$ cat src/rtl/hazard_pkg.sv
// Shared types and parameter checks for the pipeline hazard controller.
package hazard_pkg;

    typedef enum logic [1:0] {
        FWD_RF = 2'b00,
        FWD_W  = 2'b01,
        FWD_M  = 2'b10
    } fwd_sel_t;

    // MDU FSM state encoding kept as plain constants for legacy tools
    typedef logic [0:0] mdu_state_t;
    localparam mdu_state_t IDLE = 1'b0;
    localparam mdu_state_t BUSY = 1'b1;

    localparam int unsigned NUM_RS_MIN  = 2;
    localparam int unsigned NUM_RS_MAX  = 3;
    localparam int unsigned MDU_LAT_MIN = 2;
    localparam int unsigned MDU_LAT_MAX = 16;

    function automatic bit params_ok(input int unsigned reg_aw,
                                     input int unsigned num_rs,
                                     input int unsigned mdu_lat);
        return (reg_aw >= 1) &&
               (num_rs >= NUM_RS_MIN) && (num_rs <= NUM_RS_MAX) &&
               (mdu_lat >= MDU_LAT_MIN) && (mdu_lat <= MDU_LAT_MAX);
    endfunction

endpackage

$ cat src/rtl/fwd_sel.sv
// One execute-stage operand: compare against M/W destinations, M wins over W.
module fwd_sel
    import hazard_pkg::*;
#(
    parameter int unsigned REG_AW = 5
) (
    input  logic              en_i,
    input  logic              reg_write_m_i,
    input  logic              reg_write_w_i,
    input  logic [REG_AW-1:0] rd_m_i,
    input  logic [REG_AW-1:0] rd_w_i,
    input  logic [REG_AW-1:0] rs_i,
    output logic [1:0]        sel_o
);

    fwd_sel_t sel;

    always_comb begin
        sel = FWD_RF;
        if (en_i) begin
            if (reg_write_m_i && (rd_m_i != '0) && (rd_m_i == rs_i)) begin
                sel = FWD_M;
            end else if (reg_write_w_i && (rd_w_i != '0) && (rd_w_i == rs_i)) begin
                sel = FWD_W;
            end
        end
    end

    assign sel_o = sel;

endmodule

$ cat src/rtl/fwd_stall_unit.sv
// Hazard controller: operand forwarding, load-use stall, branch flush and MDU hold.
// Optional MDU stall FSM is compiled in with HAZARD_MDU_EN.
module fwd_stall_unit
    import hazard_pkg::*;
#(
    parameter int unsigned REG_AW  = 5,
    parameter int unsigned NUM_RS  = 2,
    parameter int unsigned MDU_LAT = 4
) (
    input  logic                     clk,
    input  logic                     rst,
    input  logic                     RegWriteM,
    input  logic                     RegWriteW,
    input  logic                     MemReadE,
    input  logic                     MduStartE,
    input  logic                     PCSrcE,
    input  logic [REG_AW-1:0]        RD_E,
    input  logic [REG_AW-1:0]        RD_M,
    input  logic [REG_AW-1:0]        RD_W,
    input  logic [NUM_RS*REG_AW-1:0] Rs_D,
    input  logic [NUM_RS*REG_AW-1:0] Rs_E,
    output logic [NUM_RS*2-1:0]      ForwardE,
    output logic                     StallF,
    output logic                     StallD,
    output logic                     StallE,
    output logic                     FlushD,
    output logic                     FlushE,
    output logic                     FlushM,
    output logic                     MduBusy
);

    localparam int unsigned CNT_W = $clog2(MDU_LAT);

    if (!params_ok(REG_AW, NUM_RS, MDU_LAT)) begin : g_bad_params
        $error("fwd_stall_unit: parameter out of range");
    end

    logic load_use;
    logic mdu_stall;
    logic mdu_busy;

    for (genvar i = 0; i < int'(NUM_RS); i++) begin : g_fwd
        fwd_sel #(.REG_AW(REG_AW)) u_fwd_sel (
            .en_i          (rst),
            .reg_write_m_i (RegWriteM),
            .reg_write_w_i (RegWriteW),
            .rd_m_i        (RD_M),
            .rd_w_i        (RD_W),
            .rs_i          (Rs_E[i*REG_AW +: REG_AW]),
            .sel_o         (ForwardE[i*2 +: 2])
        );
    end

    always_comb begin
        load_use = 1'b0;
        for (int unsigned i = 0; i < NUM_RS; i++) begin
            if (Rs_D[i*REG_AW +: REG_AW] == RD_E) begin
                load_use = 1'b1;
            end
        end
        load_use = load_use && MemReadE && (RD_E != '0);
    end

`ifdef HAZARD_MDU_EN
    mdu_state_t        state_q, state_d;
    logic [CNT_W-1:0]  cnt_q, cnt_d;

    always_ff @(posedge clk or negedge rst) begin
        if (!rst) begin
            state_q <= IDLE;
            cnt_q   <= '0;
        end else begin
            state_q <= state_d;
            cnt_q   <= cnt_d;
        end
    end

    // The final BUSY cycle (cnt==0) releases the stall and ignores a new start
    always_comb begin
        state_d   = state_q;
        cnt_d     = cnt_q;
        mdu_stall = 1'b0;
        case (state_q)
            IDLE: begin
                if (MduStartE) begin
                    mdu_stall = 1'b1;
                    state_d   = BUSY;
                    cnt_d     = CNT_W'(MDU_LAT - 2);
                end
            end
            BUSY: begin
                if (cnt_q != '0) begin
                    mdu_stall = 1'b1;
                    cnt_d     = cnt_q - CNT_W'(1);
                end else begin
                    state_d = IDLE;
                end
            end
            default: state_d = IDLE;
        endcase
    end

    assign mdu_busy = (state_q == BUSY);
`else
    logic [1:0] unused_mdu;

    assign unused_mdu = {MduStartE, clk};
    assign mdu_stall  = 1'b0;
    assign mdu_busy   = 1'b0;
`endif

    // MDU hold beats branch, branch beats load-use; everything low in reset
    always_comb begin
        StallF = 1'b0;
        StallD = 1'b0;
        StallE = 1'b0;
        FlushD = 1'b0;
        FlushE = 1'b0;
        FlushM = 1'b0;
        if (rst) begin
            if (mdu_stall) begin
                StallF = 1'b1;
                StallD = 1'b1;
                StallE = 1'b1;
                FlushM = 1'b1;
            end else if (PCSrcE) begin
                FlushD = 1'b1;
                FlushE = 1'b1;
            end else if (load_use) begin
                StallF = 1'b1;
                StallD = 1'b1;
                FlushE = 1'b1;
            end
        end
    end

    assign MduBusy = mdu_busy && rst;

endmodule

$ cat config.mk
export PLATFORM = sky130hd
export DESIGN_NAME = fwd_stall_unit
export DESIGN_NICKNAME = d
export VERILOG_FILES = /design/src/rtl/hazard_pkg.sv /design/src/rtl/fwd_sel.sv /design/src/rtl/fwd_stall_unit.sv
export SDC_FILE = /design/constraint.sdc
export NUM_CORES = 1
export LEC_CHECK = 0
export BUFFER_PORTS_ARGS = -buffer_cell sky130_fd_sc_hd__buf_2
export CORE_AREA = 2 2 39 41
export DETAILED_ROUTE_END_ITERATION = 16
export DIE_AREA = 0 0 41 43
export PLACE_DENSITY_LB_ADDON = 0.12
export SETUP_SLACK_MARGIN = 0.5
export SYNTH_ARGS = -nofsm -noshare
export SYNTH_HDL_FRONTEND = slang
export SYNTH_HIERARCHICAL = 1
export SYNTH_SLANG_ARGS = --single-unit
$ cat constraint.sdc
create_clock -name vclk -period 1.9
set_input_delay 0 -clock vclk [all_inputs]
set_output_delay 0 -clock vclk [all_outputs]
set_load 0.005 [all_outputs]
* Word-level counts from Yosys, hierarchy flattened *
Cells that the tools add are included.

word-level totals
  bits in writable memories = 0
  output and inout bits = 11
  bits in latches = 0
  bits in registers = 0
  logic and storage cells = 32
  memories kept = 0
  bits in read-only memories = 0

operators by class
  shifts and indexed selects = 0
  order comparisons = 0
  add/sub/neg operators = 0
  div/mod/pow operators = 0
  bitwise operators = 0
  eq/ne operators = 6
  multipliers = 0
  multiplexer cells = 15
  reduce and logical (&&, ||, !) cells = 11

operators with widths
  operator            count
  == test 5 bit       6
  nonzero test 5 bit  3
  2-to-1 mux 1 bit    11
  logical AND 1 bit   8
  2-to-1 mux 2 bit    4

* Logic depth before layout (Yosys ltp) *
Gate-level depths: netlist (run 1).

  depth in word-level cells = 8
  depth in mapped cells = 5

* By module *
The synthesis (run 1) kept the hierarchy.

by module, submodules not included
  module          area each (µm²)  instances  cells each
  fwd_sel         151.4            2          21
  fwd_stall_unit  185.2            1          25

* Worst setup path after synthesis (run 1) *
No wires, ideal clock.

  kind = input -> output
  from = in RD_E[2]
  to = out StallF
  path slack = 996 ps
  buffers on the path = 1
  cell stages on the path = 4
  arrival time = 904 ps
  path through = or4_1 -> o211ai_2 -> nor3_1 -> buf_4

on the way
  longest elaborated chain between the ends = 8
  elaborated cells on any way between the ends = 10
  classes of those cells = eq/ne (2); mux (5); reduce/logical (3)

RTL lines
  item                                line                  RTL
  from (decl)                         fwd_stall_unit.sv:17  input logic [REG_AW-1:0] RD_E,
  == test 5 bit                       fwd_stall_unit.sv:57  if (Rs_D[i*REG_AW +: REG_AW] == RD_E) begin
  2-to-1 mux 1 bit (2 in series)      fwd_stall_unit.sv:57
  logical AND 1 bit                   fwd_stall_unit.sv:61  load_use = load_use && MemReadE && (RD_E != '0);
  logical AND 1 bit (*)               fwd_stall_unit.sv:61
  2-to-1 mux 1 bit (*) (3 in series)  --
  to (decl)                           fwd_stall_unit.sv:23  output logic StallF,

Every way passes the cells marked *; elsewhere a longest branch is shown, timed or not.

* Final worst setup path (run 1) *
  from = in RD_E[2]
  to = out FlushE

on the way
  longest elaborated chain between the ends = 8
  elaborated cells on any way between the ends = 10
  classes of those cells = eq/ne (2); mux (5); reduce/logical (3)

RTL lines
  item                            line                   RTL
  == test 5 bit                   fwd_stall_unit.sv:57
  2-to-1 mux 1 bit (2 in series)  fwd_stall_unit.sv:57
  logical AND 1 bit               fwd_stall_unit.sv:61
  logical AND 1 bit (*)           fwd_stall_unit.sv:61
  2-to-1 mux 1 bit (*)            fwd_stall_unit.sv:129  end else if (load_use) begin
  2-to-1 mux 1 bit (*)            fwd_stall_unit.sv:126  end else if (PCSrcE) begin
  2-to-1 mux 1 bit (*)            fwd_stall_unit.sv:120  if (rst) begin
  to (decl)                       fwd_stall_unit.sv:27   output logic FlushE,

Marked as above.

==> summary.txt, run 1 <==
Vias per std cell: 4.88
First-pass iteration count of the detailed router: 1
Tcrit/Tclk final: 54.7%
PD cells: 191 mW/mm^2
Main combinational cell family by area after synthesis: XOR/XNOR gates
Highest clock rate: 0.963 GHz
Critical Path Start Type: input port
Routed WL: 1280 um
Cells after Synth: 67
IR drop worst, VDD: 0.0882 mV
Final hold vios: 0
Final Util: 52.4%
Avg Cell Area, Syn: 7.28 um^2
Initial antenna violation count: 0
Final Critical Period: 1.04 ns
Total GRT Usage: 14.3%
Sequential area share after synthesis: 0%
Wirelength per Cell: 9.91 um
Final HPWL DP: 1180 um
Unrepaired setup endpoints after global routing: false
Final #Nets: 157
Post-synthesis simple-gate area fraction: 31.5%
Cell area after synthesis: 488 um^2
Sequential cell area: 0 um^2
Commonest non-fill, non-tap cells in the layout: 48 x buf_2, 16 x xor2_1, 10 x xnor2_1
Worst hold slack: 0.245 ns
Leakage: 0.361 nW
Hold Buf Count CTS: 0
DR vias: 629
Commonest non-fill, non-tap cell in the layout: buf_2
Chip width: 41 um
Outcome: finished clean
Largest net degree at the start of global routing: 7
Gpl congestion: 0.743
Post-CTS Resized: 0
Ant. Diodes: 0
CP Data Required Time: 1.90 ns
Final count of negative-setup-slack endpoints: 0
MaxCap Viol Count: 0
Die ar.: 0.00176 mm^2
Compound-Gate Fraction of Synth Area: 13.3%
Synthesis-to-finish area growth: 48.7%
Post-CTS setup buffer count: 0
Min-delay worst type: input port to primary output
Vias in the first global route: 535
Sum Neg Setup Slack: 0 ns
Synth warnings: 6
CP Class: input port to primary output
First DRT Iteration DRCs: 0
Grt total ovfl: 0
Residual DRC: 0
ANT nets after route: 0
CP endpoint kind: primary output
I/O Pins: 53
Initial core utilization: 35.3%
Share of layout cells above drive strength 1: 45.1%
Yosys cell types: 21
Core ar.: 0.00138 mm^2
Max-slew violation count: 0
Synth Area in Adders: 0%
Clk_buf instances: 0
First-pass GRT wire length: 1880 um
Sequential cell count: 0
Proportion of synthesized area in mux cells: 0%
Maximum fanout along the worst path: 3
XOR/XNOR share of the synthesized area: 46.7%
# rows: 14
Port buffer count: 48
Critical Path AT: 1.04 ns
Die height: 43 um
==> final cells by class <==
cell class         instances  area, um^2
repair buffers            48         240
well taps                 16        20.0
multi-input cells         63         458
fillers                  147         658
inverters                  2        7.51
==> stage by stage <==
stage | setup slack [ns] | power [mW] | std cells | area [um^2]
2_1_floorplan | 0.996 | 0.0683 | 69 | 495
3_3_place_gp | 0.848 | 0.139 | 129 | 726
3_5_place_dp | 0.846 | 0.140 | 129 | 726
4_1_cts | 0.846 | 0.140 | 129 | 726
5_1_grt | 0.720 | 0.155 | 129 | 726
6_report | 0.861 | 0.138 | 129 | 726
==> worst paths after layout <==
| path | from | end | slack [ns] | cells after the start |
|---|---|---|---|---|
| max | RD_E[2] | FlushE | 0.86 | 5 |
| min | PCSrcE | StallF | 0.24 | 3 |
==> synthesized netlist by cell type <==
cell type	instances	area (um^2)
nor3_1	5	25.0
inv_1	2	7.51
o21ai_1	2	10.0
buf_4	4	30.0
o21ai_0	2	10.0
or2_1	2	12.5
xnor2_1	10	87.6
xor2_1	16	140
nor3_2	2	20.0
and4_1	2	17.5
and2_1	3	18.8
o211ai_2	1	12.5
a22oi_1	1	7.51
or4_1	1	7.51
conb_1	1	3.75
nand4_1	2	12.5
nor2_1	2	7.51
o2111ai_1	2	17.5
nand2_1	2	7.51
o21bai_1	1	7.51
nor4_1	4	25.0
==> worst max-delay path: stages <==
cell and delay [ns]:
buf_2 0.12, or4_1 0.55, o211ai_2 0.17, o21bai_1 0.07, buf_2 0.13
==> cell families after synthesis <==
family,Yosys count
other cells,1
buf+inv,6
compound gates,9
simple gates,25
xor+xnor,26
==> where the power goes <==
part	internal, mW	switching [mW]	leakage, nW
Sequential	0	0	0
Clock	0	0	0
Combinational	0.0720	0.0664	0.361
Total	0.0720	0.0664	0.361
==> layer usage <==
metal / wire length (um) / GRT usage, %
met5: 0 / 0
met4: 0 / 0
met3: 139 / 1.05
met2: 679 / 29.7
met1: 460 / 14.6
Note: power is estimated with default switching activity, not from simulation.
==> run 2, diff against run 1 <==
- ABC_AREA: not set -> 1
- CORE_AREA: 2 2 39 41 -> not set
- CORE_MARGIN: not set -> 2
- CORE_UTILIZATION: not set -> 44
- DIE_AREA: 0 0 41 43 -> not set
- clock period: 1.9 -> 1 ns (I/O delays scaled with it)
==> summary.txt, run 2 <==
First-pass iteration count of the detailed router: 4 (+3)
Tcrit/Tclk final: 83.4%
Largest net degree at the start of global routing: 7 (unchanged)
Share of layout cells above drive strength 1: 43.6% (-1.6 points)
Core ar.: 0.00154 mm^2 (+11%)
First DRT Iteration DRCs: 38 (+38)
Hold Crit Depth: 3 (unchanged)
Top cells by count, synth: 80 x nand2_1, 36 x inv_1, 29 x nor2_1
Sequential cell area: 0 um^2 (unchanged)
Fillers: 121 (-18%)
Residual DRC: 0 (unchanged)
Sequential area share after synthesis: 0% (unchanged)
Avg Cell Area, Syn: 4.14 um^2 (-43%)
Multi-input gate area: 634 um^2 (+39%)
Crit path cell chain: buf_6, nor2_4, nor2_1, nor2_1, nand3_1, nand2_1, nand2_2, nor2_2, buf_2
Final hold vios: 0 (unchanged)
Routed WL: 2360 um (+85%)
Initial core utilization: 48.1% (+13 points)
Synthesis-to-finish area growth: 71.6%
Final HPWL DP: 1640 um (+39%)
Post-route insts no fill: 241 (+87%)
Critical Path Start Type: input port
Top-count cell post-synth: nand2_1
Slowest cell delay on critical path: 0.13 ns (-0.42 ns)
Vias in the first global route: 906 (+69%)
Min-delay worst type: input port to primary output
Sequential cell count: 0 (unchanged)
Gpl congestion: 0.800 (+7.8%)
Final #Nets: 269 (+71%)
Critical path's slowest cell: buf_2
Leakage: 0.815 nW (+130%)
Die height: 45.0 um (+4.7%)
CP Data Required Time: 1.00 ns (-0.90 ns)
Post-placement cell count: 241 (+87%)
Yosys cell types: 15 (-29%)
ANT nets after route: 0 (unchanged)
Initial antenna violation count: 0 (unchanged)
Outcome: finished clean
Grt total ovfl: 0 (unchanged)
Highest clock rate: 1.20 GHz
Cells after Synth: 179 (+170%)
DR vias: 1118 (+78%)
I/O Pins: 53 (unchanged)
Yosys top cell area share: 40.5% (+12 points)
# rows: 14 (unchanged)
Clk_buf instances: 0 (unchanged)
Final Critical Period: 0.834 ns
PD cells: 382 mW/mm^2 (+100%)
Cell taking the most area after synthesis: nand2_1
Port buffer count: 48 (unchanged)
Vias per std cell: 4.64 (-4.9%)
Maximum fanout along the worst path: 2 (-1)
MaxCap Viol Count: 0 (unchanged)
Die ar.: 0.00203 mm^2 (+15%)
WP depth: 9 (+4)
Sum Neg Setup Slack: 0 ns (unchanged)
WHS Endpoint: StallF
Commonest non-fill, non-tap cells in the layout: 68 x nand2_1, 24 x inv_1, 24 x buf_2
Critical path buffers and inverters: 2 (unchanged)
Delay-heaviest family, CP: simple AND/OR/NAND/NOR gates
CP Class: input port to primary output
Synth top area cells: nand2_1 41%, inv_1 18%, nor2_1 15%, buf_4 4.1%, inv_2 3.5%
Commonest non-fill, non-tap cell in the layout: nand2_1
Chip width: 45.0 um (+9.8%)
Max-slew violation count: 0 (unchanged)
Hold Buf Count CTS: 0 (unchanged)
Worst hold start: PCSrcE
Critical Path AT: 0.83 ns (-0.21 ns)
Cell area after synthesis: 741 um^2 (+52%)
Post-CTS setup buffer count: 0 (unchanged)
Critical path's most frequent cell: nor2_1
IR drop worst, VDD: 0.198 mV (+120%)
Ant. Diodes: 0 (unchanged)
First-pass GRT wire length: 3370 um (+79%)
Synth warnings: 6 (unchanged)
Total GRT Usage: 20.6% (+6.3 points)
Unrepaired setup endpoints after global routing: true
CP endpoint kind: primary output
Wirelength per Cell: 9.79 um (-1.2%)
Final count of negative-setup-slack endpoints: 0 (unchanged)
run 2: changes by cell type after synthesis, moves of 3 or more:
cell / change
nor4_1: -4
and2_1: -3
inv_2: +7
nand2_2: +4
nor2_1: +27
nand2_1: +78
xnor2_1: -8
nor3_1: -5
nand3_1: +3
xor2_1: -16
inv_1: +34
run 2: per-stage QoR:
stage	power [mW]	setup WS [ns]	util [%]	cell area [um^2]	hold slack, ns
after detailed placement	0.336	0.207	63.5	978	0.248
after CTS	0.405	0.209	73.0	1120	0.244
after global routing	0.536	0.0825	82.5	1270	0.269
after floorplan	0.193	0.385	-	748	0.0261
after global placement	0.327	0.236	63.5	978	0.250
final	0.485	0.166	82.5	1270	0.260
run 2: cells by family (layout without fill, tap and decap cells):
kind of cell / count (synthesis) / count (layout) / share of synthesized area (%)
AND/OR/NAND/NOR: 122 / 122 / 66.7
buffers and inverters: 48 / 92 / 26.4
AO/OA/AOI/OAI: 6 / 6 / 4.05
XOR/XNOR: 2 / 2 / 2.37
other: 1 / 3 / 0.506
run 2: worst max-delay path by stage:
stage                 start      to  slack (ns)
floorplan           RD_E[1]  StallF        0.38
global placement    RD_E[0]  StallD        0.24
detailed placement  RD_E[1]  StallF        0.21
CTS                 RD_E[0]  StallF        0.21
global route        Rs_D[1]  StallD        0.08
finish              Rs_D[0]  StallD        0.17
run 2: cell type report:
type                       count  share of cell area (%)
tap                           16                    1.57
multi-input combinational    133                    49.9
inverter                      44                    14.8
timing repair buffer          48                    33.8
run 2: where the power goes:
| part | switching (mW) | internal (mW) |
|---|---|---|
| Clock | 0 | 0 |
| Sequential | 0 | 0 |
| Combinational | 0.244 | 0.242 |
| Total | 0.244 | 0.242 |
run 2: repair_timing:
action / CTS / global route
pin swaps: 30 / 35
gates resized for setup: 48 / 51
hold endpoints to repair: 0 / 0
setup endpoints to repair: 7 / 7
run 2: layer usage:
metal / wire (um) / share of wire (%) / track usage, %
met4: 0 / 0 / 0
met3: 112 / 4.7 / 0
met5: 0 / 0 / 0
met1: 1030 / 44 / 28.7
met2: 1220 / 52 / 37.7
